## src/rtl/cm3_matrix_pkg.sv

```systemverilog
// Shared AHB encodings and widths for the cm3_matrix bus matrix.
package cm3_matrix_pkg;

  // Width of the address-phase user sideband.
  localparam int AUSER_W = 32;

  typedef enum logic [1:0] {
    HTRANS_IDLE   = 2'b00,
    HTRANS_BUSY   = 2'b01,
    HTRANS_NONSEQ = 2'b10,
    HTRANS_SEQ    = 2'b11
  } htrans_t;

  typedef enum logic [1:0] {
    HRESP_OKAY  = 2'b00,
    HRESP_ERROR = 2'b01,
    HRESP_RETRY = 2'b10,
    HRESP_SPLIT = 2'b11
  } hresp_t;

endpackage

```

## src/rtl/cm3_matrix_input_hold.sv

```systemverilog
// Address-phase holding stage for one master-facing input port of cm3_matrix.
// Registers the master's address phase when the decoder cannot yet route it,
// stalls the master, replays the held transfer until the output stage accepts
// it, then tracks the data phase and returns the decoder's response.
// Optional feature macro: CM3_MATRIX_AUSER_EN (adds HAUSERS and its holding flops).
module cm3_matrix_input_hold
  import cm3_matrix_pkg::*;
#(
  parameter int AW = 32
) (
  input  logic               HCLK,
  input  logic               HRESETn,
  input  logic               HSELS,
  input  logic [AW-1:0]      HADDRS,
  input  logic [1:0]         HTRANSS,
  input  logic               HWRITES,
  input  logic [2:0]         HSIZES,
  input  logic [2:0]         HBURSTS,
  input  logic [3:0]         HPROTS,
  input  logic               HMASTLOCKS,
`ifdef CM3_MATRIX_AUSER_EN
  input  logic [AUSER_W-1:0] HAUSERS,
`endif
  input  logic               HREADYS,
  input  logic               active_dec,
  input  logic               readyout_dec,
  input  logic [1:0]         resp_dec,
  output logic               sel_op,
  output logic [AW-1:0]      addr_op,
  output logic [1:0]         trans_op,
  output logic               write_op,
  output logic [2:0]         size_op,
  output logic [2:0]         burst_op,
  output logic [3:0]         prot_op,
  output logic               mastlock_op,
  output logic [AUSER_W-1:0] auser_op,
  output logic               held_tran_op,
  output logic               HREADYOUTS,
  output logic [1:0]         HRESPS
);

  logic          pend_reg, pend_next;
  logic          dphase_reg, dphase_next;
  logic [AW-1:0] addr_reg;
  logic [1:0]    trans_reg;
  logic          write_reg;
  logic [2:0]    size_reg;
  logic [2:0]    burst_reg;
  logic [3:0]    prot_reg;
  logic          mastlock_reg;

  logic       load;
  logic       accept;
  logic       cancel;
  logic [1:0] trans_mux;

  assign load   = HSELS & HREADYS;
  assign accept = active_dec & readyout_dec;
  // First ERROR cycle while holding: the transfer is abandoned, not replayed.
  assign cancel = pend_reg & (resp_dec == HRESP_ERROR) & ~readyout_dec;

  // Capture the complete address phase on every load so a stall can replay it.
  always_ff @(posedge HCLK or negedge HRESETn) begin
    if (!HRESETn) begin
      addr_reg     <= '0;
      trans_reg    <= '0;
      write_reg    <= 1'b0;
      size_reg     <= '0;
      burst_reg    <= '0;
      prot_reg     <= '0;
      mastlock_reg <= 1'b0;
    end else if (load) begin
      addr_reg     <= HADDRS;
      trans_reg    <= HTRANSS;
      write_reg    <= HWRITES;
      size_reg     <= HSIZES;
      burst_reg    <= HBURSTS;
      prot_reg     <= HPROTS;
      mastlock_reg <= HMASTLOCKS;
    end
  end

`ifdef CM3_MATRIX_AUSER_EN
  logic [AUSER_W-1:0] auser_reg;

  // User sideband travels with the rest of the held address phase.
  always_ff @(posedge HCLK or negedge HRESETn) begin
    if (!HRESETn) begin
      auser_reg <= '0;
    end else if (load) begin
      auser_reg <= HAUSERS;
    end
  end

  assign auser_op = pend_reg ? auser_reg : HAUSERS;
`else
  assign auser_op = '0;
`endif

  // Next-state for the hold flag and the data-phase tracker.
  always_comb begin
    pend_next   = pend_reg;
    dphase_next = dphase_reg;
    // A NONSEQ/SEQ load the decoder cannot take this cycle must be held.
    if (load && HTRANSS[1] && !accept) begin
      pend_next = 1'b1;
    end else if (accept || cancel) begin
      pend_next = 1'b0;
    end
    // A cancelled hold still owes the master the second cycle of the ERROR
    // response, so it is tracked as a data phase just like an accepted one.
    if ((accept && sel_op && trans_op[1]) || cancel) begin
      dphase_next = 1'b1;
    end else if (readyout_dec) begin
      dphase_next = 1'b0;
    end
  end

  // Hold and data-phase state flops.
  always_ff @(posedge HCLK or negedge HRESETn) begin
    if (!HRESETn) begin
      pend_reg   <= 1'b0;
      dphase_reg <= 1'b0;
    end else begin
      pend_reg   <= pend_next;
      dphase_reg <= dphase_next;
    end
  end

  // Held values replace the live bus while pending. Select and transfer type
  // are also forced inactive during reset so no stale request leaks out.
  assign trans_mux    = pend_reg ? trans_reg : HTRANSS;
  assign trans_op     = (HRESETn && !cancel) ? trans_mux : HTRANS_IDLE;
  assign sel_op       = HRESETn & (pend_reg | HSELS);
  assign addr_op      = pend_reg ? addr_reg     : HADDRS;
  assign write_op     = pend_reg ? write_reg    : HWRITES;
  assign size_op      = pend_reg ? size_reg     : HSIZES;
  assign burst_op     = pend_reg ? burst_reg    : HBURSTS;
  assign prot_op      = pend_reg ? prot_reg     : HPROTS;
  assign mastlock_op  = pend_reg ? mastlock_reg : HMASTLOCKS;
  assign held_tran_op = pend_reg;

  // Master-side response: stall while holding, otherwise follow the decoder
  // only when this port owns a data phase.
  assign HREADYOUTS = pend_reg ? 1'b0 : (dphase_reg ? readyout_dec : 1'b1);
  assign HRESPS     = (cancel || (dphase_reg && !pend_reg)) ? resp_dec : HRESP_OKAY;

endmodule

```

## config.mk

```make
export PLATFORM = sky130hd
export DESIGN_NAME = cm3_matrix_input_hold
export DESIGN_NICKNAME = d
export VERILOG_FILES = /design/src/rtl/cm3_matrix_pkg.sv /design/src/rtl/cm3_matrix_input_hold.sv
export SDC_FILE = /design/constraint.sdc
export NUM_CORES = 1
export LEC_CHECK = 0
export ABC_AREA = 1
export BUFFER_PORTS_ARGS = -buffer_cell sky130_fd_sc_hd__buf_2
export CORE_UTILIZATION = 49
export CTS_CLUSTER_SIZE = 16
export DETAILED_ROUTE_END_ITERATION = 10
export PLACE_DENSITY = 0.95
export SETUP_SLACK_MARGIN = 0.3
export SYNTH_ARGS = -nofsm -noshare
export SYNTH_HDL_FRONTEND = slang
export SYNTH_SLANG_ARGS = --single-unit
```

## constraint.sdc

```tcl
create_clock -name HCLK -period 2.8 [get_ports HCLK]
set_input_delay 0.28 -clock HCLK [delete_from_list [all_inputs] [get_ports HCLK]]
set_output_delay 0.28 -clock HCLK [all_outputs]
set_load 0.05 [all_outputs]
```

Word-level counts from Yosys, hierarchy flattened
Cells that the tools add are included.
{"block": "totals", "register_bits": 48, "in_bits": 54, "out_inout_bits": 83, "elab_cells": 46}
{"block": "classes", "n_eq_ne": 1, "mux": 15, "n_bitwise": 7, "reduce_logical": 14}
{"cell": "2-to-1 mux 32 bit", "n": 1}
{"cell": "2-to-1 mux 1 bit", "n": 8}
{"cell": "logical AND 1 bit", "n": 6}
{"cell": "2-to-1 mux 2 bit", "n": 3}
{"cell": "2-to-1 mux 3 bit", "n": 2}
{"cell": "AND 1 bit", "n": 5}
{"cell": "2-to-1 mux 4 bit", "n": 1}
{"cell": "nonzero test 2 bit", "n": 2}
{"cell": "zero test 1 bit", "n": 3}
{"cell": "logical OR 1 bit", "n": 3}
{"cell": "equality test 2 x 1 -> 1 bit (second input constant)", "n": 1}
{"cell": "inverter 1 bit", "n": 1}
{"cell": "OR 1 bit", "n": 1}

Longest topological paths before layout
Gate-level depths: netlist (run 1).
{"block": "logic_depth", "ltp_word": 9, "ltp_mapped": 6, "mapped_depth_nobuf": 6}

Worst setup path after synthesis (run 1)
OpenSTA, ideal clock, no wires.
{"block": "synth_path", "path_type": "register to output", "startpoint": "reg pend_reg, in the netlist held_tran_op", "endpoint": "out HRESPS[0]", "arrival_ns": 2.096, "required_ns": 2.520, "path_slack_ns": 0.424, "stages_incl_launch_ff": 5, "n_path_buf": 0, "cell_sequence": "dfrtp_1 > nand2_1 > inv_1 > nand2_1 > a21boi_0"}
{"block": "synth_via", "elab_chain_cells": 4, "elab_cells_between_ends": 6, "classes_between": "1 x mux; 2 x bitwise; 3 x reduce/logical"}
{"element": "start, declared", "line_no": "cm3_matrix_input_hold.sv:42", "text": "logic pend_reg, pend_next;"}
{"element": "start signal, assigned", "line_no": "cm3_matrix_input_hold.sv:125", "text": "pend_reg <= pend_next;"}
{"element": "AND 1 bit or zero test 1 bit (tied branches)", "line_no": "cm3_matrix_input_hold.sv:60, cm3_matrix_input_hold.sv:146"}
{"element": "AND 1 bit or logical AND 1 bit (tied branches)", "line_no": "cm3_matrix_input_hold.sv:60, cm3_matrix_input_hold.sv:146"}
{"element": "logical OR 1 bit (*)", "line_no": "cm3_matrix_input_hold.sv:146", "text": "assign HRESPS = (cancel || (dphase_reg && !pend_reg)) ? resp_dec : HRESP_OKAY;"}
{"element": "2-to-1 mux 2 bit (*)", "line_no": "cm3_matrix_input_hold.sv:146"}
{"element": "end, declared", "line_no": "cm3_matrix_input_hold.sv:39", "text": "output logic [1:0] HRESPS"}
Every way passes the cells marked *; elsewhere a longest branch is shown, timed or not.

Final worst setup path (run 1)
Ends and elaborated chain as after synthesis.

==> results of run 1 <==
metrics by stage:
stage          std cells  utilization [%]
4_1_cts              525             61.4
3_5_place_dp         517             59.7
6_report             525             61.4
3_3_place_gp         517             59.7
5_1_grt              525             61.4
2_1_floorplan        389                -
report_power, final:
part           switching [mW]  internal (mW)
sequential             0.0455          0.779
combinational           0.632          0.171
clock                   0.203          0.170
total                   0.881           1.12
layout make-up:
| class | instances | area share [%] |
|---|---|---|
| well taps | 70 | 2.76 |
| clock inverters | 1 | 0.158 |
| repair buffers | 110 | 18.3 |
| multi-input cells | 239 | 32.6 |
| clock buffers | 6 | 2.29 |
| inverters | 51 | 6.03 |
| flip-flops and latches | 48 | 37.9 |
what timing repair did:
| action | in CTS | in global routing |
|---|---|---|
| hold endpoints to repair | 11 | 0 |
| gates resized for setup | 0 | 0 |
| hold buffers | 1 | 0 |
final timing paths:
check	startpoint	to	slack, ns	cells after the start
setup / recovery	held_tran_op	HRESPS[0]	0.76	6
hold / removal	HADDRS[20]	addr_reg[20]	0.25	3
setup reg to reg	held_tran_op	dphase_reg	1.45	6
hold reg to reg	trans_reg[1]	trans_reg[1]	0.49	2
max in group asynchronous	HRESETn	addr_reg[17]	1.71	3
min in group asynchronous	HRESETn	dphase_reg	0.44	2
logic make-up after synthesis:
logic type             after synthesis
other                                1
AND/OR/NAND/NOR                    112
buffers and inverters              102
AO/OA/AOI/OAI                       95
flip-flops                          48
per-layer routing:
layer	wire length [um]	share of wire, %	up-vias	GRT usage, %
met5	0	0	-	0
met4	65	1.2	0	7.00
met3	285	5.5	6	3.97
met2	2580	49	88	33.4
met1	2300	44	1042	22.6
li1	-	-	1230	-
synthesized netlist by cell type:
cell type,number,area (um2)
or2_2,1,6.26
nor2_1,3,11.3
buf_6,1,11.3
o21bai_2,1,11.3
clkbuf_1,6,22.5
nand3_1,3,15.0
nand2_2,1,6.26
clkbuf_2,1,5.00
o21ai_0,89,445
buf_2,6,30.0
dfrtp_1,48,1200
inv_1,51,191
a21oi_1,3,15.0
a21boi_0,1,7.51
conb_1,1,3.75
buf_4,37,278
nand2_1,104,390
o21a_1,1,7.51
worst min-delay path, stage by stage:
cell,delay (ns)
buf_2,0.09
inv_1,0.05
o21ai_0,0.08
==> summary.txt, run 1 <==
Run status
  • Status: finished clean

Cells and area
  • Multi-input logic area: 1040 um2
  • Register area: about 1200 um2
  • Layout fillers: 462
  • Fin area: 3180 um2
  • Max FFs per register: 32
  • # nets final: 509
  • Leading cell types in the layout, fill and taps excluded: nand2_1, buf_2, o21ai_0, inv_1, dfrtp_1
  • # diodes: 0
  • Area Overhead vs Synth: 19.4%
  • Layout cell share with drive strength beyond 1: 26.2%

Synth
  • Syn Area/Cell: around 7.4 um2
  • Main combinational cell family by area after synthesis: buffers and inverters
  • Synth Instances: 358
  • Mapped cell area: between 2000 and 3000 um2
  • Synth warn: 0
  • Synth Area in XOR/XNOR: 0%
  • Synth Area in Adders: 0%
  • Post-synthesis mux area share: 0%
  • Simple-gate share of the synthesized area: 16.1%
  • Seq/Total Area, Yosys: 45.2%
  • Compound-Gate Fraction of Synth Area: 18.3%
  • Yosys cell types: 18
  • Number of synthesized register bits: 48

STA
  • Layout Skew: 0.00332 ns
  • Final min period: 2.04 ns
  • RSZ-0062 raised after global routing: no
  • Setup violators final: 0
  • Final Hold Vio Count: 0
  • Final WS setup: 0.759 ns
  • Worst Hold Slack: ~0.25 ns
  • Final worst-path cycle share: between 70% and 80%
  • Setup_tns: 0 ns
  • Tightest Pin Transition: 0.733 ns
  • F_max: 0.490 GHz
  • Pins Over Slew Limit: 0
  • Worst slew margin: 51.0%

Die
  • Floorplan core area: just over 5000 um2
  • Die Ht: 75.7 um
  • FP Rows: 26
  • # IOs: 137
  • Initial core utilization: 51.4%
  • Die Width: 75.7 um
  • Die area: around 5700 um2

Route
  • Avg WL per Cell: 9.95 um
  • DRC errors left: 0
  • Initial detailed-routing violation count: 93
  • Post-route antenna net violation count: 0
  • DRT Pass-1 Iters: 4
  • Drt total wl: between 5 and 6 mm
  • Via density per instance: 4.51
  • Total number of vias: around 2400

Global route
  • Vias in the first global route: about 1900
  • Aggregate global-route resource usage: 18.9%
  • Initial antenna violation count: 0
  • Largest net degree at the start of global routing: 50
  • GR Overflow Total: 0
  • First-pass GRT wire length: 8.19 mm

Pwr
  • Total power: 2.00 mW
  • Peak supply drop: 0.329 mV
  • Lkg Pwr: approximately 1.8 nW
  • Pwr/cell area: 630 nW/um2

Worst setup path
  • Crit path arrival time: 1.76 ns
  • Critical Path End Type: output port
  • Crit path buffers/inverters: 3
  • Maximum fanout along the worst path: 49
  • Crit path required time: 2.52 ns
  • CP Cell Sequence: buf_4, nand2_1, inv_1, nand2_1, a21boi_0, buf_2
  • Element type at the critical path start: flip-flop
  • CP delay by family, top: buffers and inverters
  • Most common cell on crit path: nand2_1
  • Slowest stage delay, CP: 0.36 ns
  • Crit Path Category: reg2out
  • CP max-delay cell: dfrtp_2

Clocking
  • Total CTS buffers: 5
  • Clk sinks: 48
  • Clock slew at reported path FFs: 0.08 ns
  • Clock root buffer: clkbuf_8
  • Skew-Pair Late Insertion Delay: 0.28 ns
  • Postcts setup bufs: 0
  • CTS tree: built
  • CTS HTree Levels: 2
  • Clock Path Buffers: 2

Place
  • Port bufs: 104
  • Placed cell areas: between 3000 and 4000 um2
  • DP HPWL: 4.01 mm
  • Final RePlAce weighted congestion: 0.717
  • Pre-CTS setup slack: 1.05 ns

Hold path
  • Worst Hold Class: in2reg

Job
  • Max-cap violation count: 0
(Power assumes the default switching activity.)
==> run 2, diff against run 1 <==
--- a/config.mk
+++ b/config.mk
@@ -5,12 +5,12 @@
 export SDC_FILE = /design/constraint.sdc
 export NUM_CORES = 1
 export LEC_CHECK = 0
-export ABC_AREA = 1
+export ABC_AREA = 0
 export BUFFER_PORTS_ARGS = -buffer_cell sky130_fd_sc_hd__buf_2
-export CORE_UTILIZATION = 49
+export CORE_UTILIZATION = 42
 export CTS_CLUSTER_SIZE = 16
 export DETAILED_ROUTE_END_ITERATION = 10
-export PLACE_DENSITY = 0.95
+export PLACE_DENSITY = 0.87
 export SETUP_SLACK_MARGIN = 0.3
 export SYNTH_ARGS = -nofsm -noshare
 export SYNTH_HDL_FRONTEND = slang
==> constraint.sdc (replaced) <==
create_clock -name HCLK -period 1.75 [get_ports HCLK]
set_input_delay 0.175 -clock HCLK [delete_from_list [all_inputs] [get_ports HCLK]]
set_output_delay 0.175 -clock HCLK [all_outputs]
set_load 0.05 [all_outputs]
==> summary.txt, run 2 <==
Run status
  • Status: finished with violations (was finished clean)
  • Violated checks: design-rule violations

Global route
  • Largest net degree at the start of global routing: 31 (was 50)
  • First-pass GRT wire length: 10.3 mm (was 8.19 mm)
  • Aggregate global-route resource usage: 18.7% (was 18.9%)
  • Vias in the first global route: 1983 (was 1918)
  • Initial antenna violation count: 0 (unchanged)
  • GR Overflow Total: 0 (unchanged)

Synth
  • EDFF count, synth: 0 (unchanged)
  • Seq/Total Area, Yosys: 41.7% (was 45.2%)
  • Number of synthesized register bits: 48 (unchanged)
  • Synth cell count leaders: dfrtp_1, mux2_2, mux2_4, buf_4 (was nand2_1, o21ai_0, inv_1, dfrtp_1, buf_4)
  • Post-synth top area share: 41.7% (was 45.2%)
  • Synth Instances: 201 (was 358)
  • Syn Area/Cell: 14.3 um2 (was 7.43 um2)
  • Synth warn: 0 (unchanged)
  • Yosys cell types: 20 (was 18)
  • Synth top area cells: dfrtp_1, mux2_4, mux2_2 (was dfrtp_1, o21ai_0, nand2_1)
  • Top FF cell, synth: dfrtp_1 (unchanged)
  • FFs w/ async S/R, synth: 100% (unchanged)
  • Mapped cell area: 2880 um2 (was 2660 um2)
  • Largest area contributor in the netlist: dfrtp_1 (unchanged)

Worst setup path
  • Crit path arrival time: 1.53 ns (was 1.76 ns)
  • CP delay by family, top: flip-flops (was buffers and inverters)
  • Reg2Reg Setup Slack: 0.39 ns (was 1.45 ns)
  • Instance count on the critical path: 3 (was 6)
  • Crit path buffers/inverters: 2 (was 3)
  • CP max-delay cell: dfrtp_2 (unchanged)
  • Worst reg2reg startpoint: held_tran_op (unchanged)
  • Critical Path End Type: output port (unchanged)
  • Crit path required time: 1.57 ns (was 2.52 ns)
  • Critical path startpoint: held_tran_op (unchanged)
  • Crit Path Category: reg2out (unchanged)
  • Reg2Reg Depth: 5 (was 6)
  • Slowest stage delay, CP: 0.45 ns (was 0.36 ns)
  • Crit Reg-Reg Endpoint: dphase_reg (unchanged)
  • Maximum fanout along the worst path: 24 (was 49)
  • Element type at the critical path start: flip-flop (unchanged)
  • Critical Path End: addr_op[17] (was HRESPS[0])
  • CP Cell Sequence: buf_12, mux2_2, buf_2 (was buf_4, nand2_1, inv_1, nand2_1, a21boi_0, buf_2)

Clocking
  • Clock Path Buffers: 2 (unchanged)
  • CTS HTree Levels: 2 (unchanged)
  • Total CTS buffers: 5 (unchanged)
  • Skew-Pair Late Insertion Delay: 0.29 ns (was 0.28 ns)
  • CTS tree: built (unchanged)
  • Clock root buffer: clkbuf_8 (unchanged)
  • Clk sinks: 48 (unchanged)
  • Clock slew at reported path FFs: 0.09 ns (was 0.08 ns)

Die
  • FP Rows: 29 (was 26)
  • Initial core utilization: 44.3% (was 51.4%)
  • Die Width: 84.8 um (was 75.7 um)
  • # IOs: 137 (unchanged)
  • Die area: 7190 um2 (was 5720 um2)
  • Die Ht: 84.8 um (was 75.7 um)
  • Floorplan core area: 6490 um2 (was 5170 um2)

STA
  • Setup violators final: 0 (unchanged)
  • Pins Over Slew Limit: 0 (unchanged)
  • Layout Skew: 0.00529 ns (was 0.00332 ns)
  • F_max: 0.586 GHz
  • Final min period: 1.71 ns
  • Worst Hold Slack: 0.0648 ns (was 0.253 ns)
  • RSZ-0062 raised after global routing: yes (was no)
  • Final Hold Vio Count: 0 (unchanged)
  • Final worst-path cycle share: 97.5%

Place
  • Port bufs: 104 (unchanged)
  • Placed Instances: 378 (was 517)
  • Final RePlAce weighted congestion: 0.728 (was 0.717)
  • DP HPWL: 4.20 mm (was 4.01 mm)

Cells and area
  • Layout fillers: 503 (was 462)
  • Leading cell types in the layout, fill and taps excluded: mux2_4, buf_2, dfrtp_1, buf_8, conb_1 (was nand2_1, buf_2, o21ai_0, inv_1, dfrtp_1)
  • Final Core Density: 63.5% (was 61.4%)
  • Post-Layout Cell Count: 393 (was 525)
  • # nets final: 369 (was 509)
  • Layout cell share with drive strength beyond 1: 71.8% (was 26.2%)
  • Most common cell after layout, fill and taps aside: mux2_4
  • Area Overhead vs Synth: 43.2% (was 19.4%)
  • Max FFs per register: 32 (unchanged)
  • Multi-input logic area: 1600 um2 (was 1040 um2)
  • # diodes: 0 (unchanged)
  • Register area: 1200 um2 (unchanged)

Pwr
  • Sw power: 1.55 mW (was 881 uW)
  • Peak supply drop: 0.470 mV (was 0.329 mV)
  • Sw Ratio: 38.4% (was 44.0%)
  • Lkg Pwr: 2.10 nW (was 1.83 nW)
  • Sequential Power Share: 34.2% (was 41.2%)
  • Logic pwr share: 49.2% (was 40.2%)
  • Pwr/cell area: 977 nW/um2 (was 630 nW/um2)
  • Internal power: 2.48 mW (was 1.12 mW)
  • Clock Power Share: 16.6% (was 18.6%)

Route
  • DRT Pass-1 Iters: 7 (was 4)
  • Avg WL per Cell: 16.4 um (was 9.95 um)
  • Post-route antenna net violation count: 0 (unchanged)
  • Initial detailed-routing violation count: 73 (was 93)
  • Total number of vias: 1845 (was 2366)
  • Via density per instance: 4.69 (was 4.51)
  • DRC errors left: 10 (was 0)
  • Drt total wl: 6.46 mm (was 5.23 mm)

Hold path
  • Worst Hold Class: in2reg (unchanged)

Job
  • Max-cap violation count: 0 (unchanged)
[run 2: cell types whose count changed after synthesis, sizes merged, moves of 2 or more]
cell    before  now
buf         44   42
clkbuf       7    0
inv         51    2
mux2         0   90
mux2i        0    2
nand2      105    3
nand2b       0    2
nand3        3    0
o21ai       89    1
[run 2: layer usage]
| metal | track usage, % | vias up | wire (um) |
|---|---|---|---|
| li1 | - | 864 | - |
| met5 | 0 | - | 0 |
| met3 | 4.03 | 2 | 289 |
| met1 | 24.7 | 905 | 2780 |
| met2 | 31.7 | 74 | 3360 |
| met4 | 4.16 | 0 | 22 |
[run 2: what timing repair did]
action                                  CTS  global route
setup buffers                             2             1
cloned                                    3             0
pin swaps                                 2             0
hold buffers                              1             0
hold endpoints to repair                 48             0
gates resized for setup                  90            54
endpoints found under the setup margin   50            52
[run 2: through the flow]
stage | power (mW) | TNS [ns] | instance area (um2) | worst slack (ns)
2_1_floorplan | 2.72 | 0 | 3100 | 0.189
3_3_place_gp | 2.92 | 0 | 3450 | 0.329
3_5_place_dp | 2.96 | 0 | 3450 | 0.284
4_1_cts | 3.94 | 0 | 3960 | 0.0235
5_1_grt | 4.21 | -0.129 | 4120 | -0.0199
6_report | 4.03 | 0 | 4120 | 0.0441
[run 2: final cells by class]
| type | instances | share of cell area (%) |
|---|---|---|
| Tap cell | 77 | 2.34 |
| Multi-Input combinational cell | 140 | 38.9 |
| Timing Repair Buffer | 118 | 27.2 |
| Clock inverter | 2 | 0.243 |
| Inverter | 2 | 0.182 |
| Sequential cell | 48 | 29.2 |
| Clock buffer | 6 | 2.00 |
[run 2: cell families after synthesis]
group | count (synthesis) | share of synthesized area, %
simple gates | 9 | 1.87
compound gates | 7 | 1.61
flops | 48 | 41.7
buf+inv | 44 | 13.3
other cells | 1 | 0.130
mux | 92 | 41.4
[run 2: worst min-delay path by stage]
stage                     cells after the start  startpoint  slack [ns]            to
after floorplan                               0     HRESETn       -0.12   addr_reg[0]
after global placement                        2     HRESETn        0.24  mastlock_reg
after detailed placement                      2     HRESETn        0.24  mastlock_reg
after CTS                                     2  active_dec        0.05  held_tran_op
after global routing                          2  active_dec        0.05  held_tran_op
final                                         2  active_dec        0.06  held_tran_op
[run 2: power groups by stage]
stage          clock, mW  combinational (mW)  sequential, mW
4_1_cts            0.700                1.87            1.37
5_1_grt            0.756                2.06            1.39
6_report           0.670                1.98            1.38
3_5_place_dp           0                1.58            1.38
2_1_floorplan          0                1.36            1.36
3_3_place_gp           0                1.55            1.37
[run 2: worst register-to-register path: stages (launching register included)]
cell and delay (ns):
dfrtp_2 0.47, buf_12 0.16, buf_16 0.14, mux2i_4 0.19
nand2b_1 0.18, o21ai_1 0.14
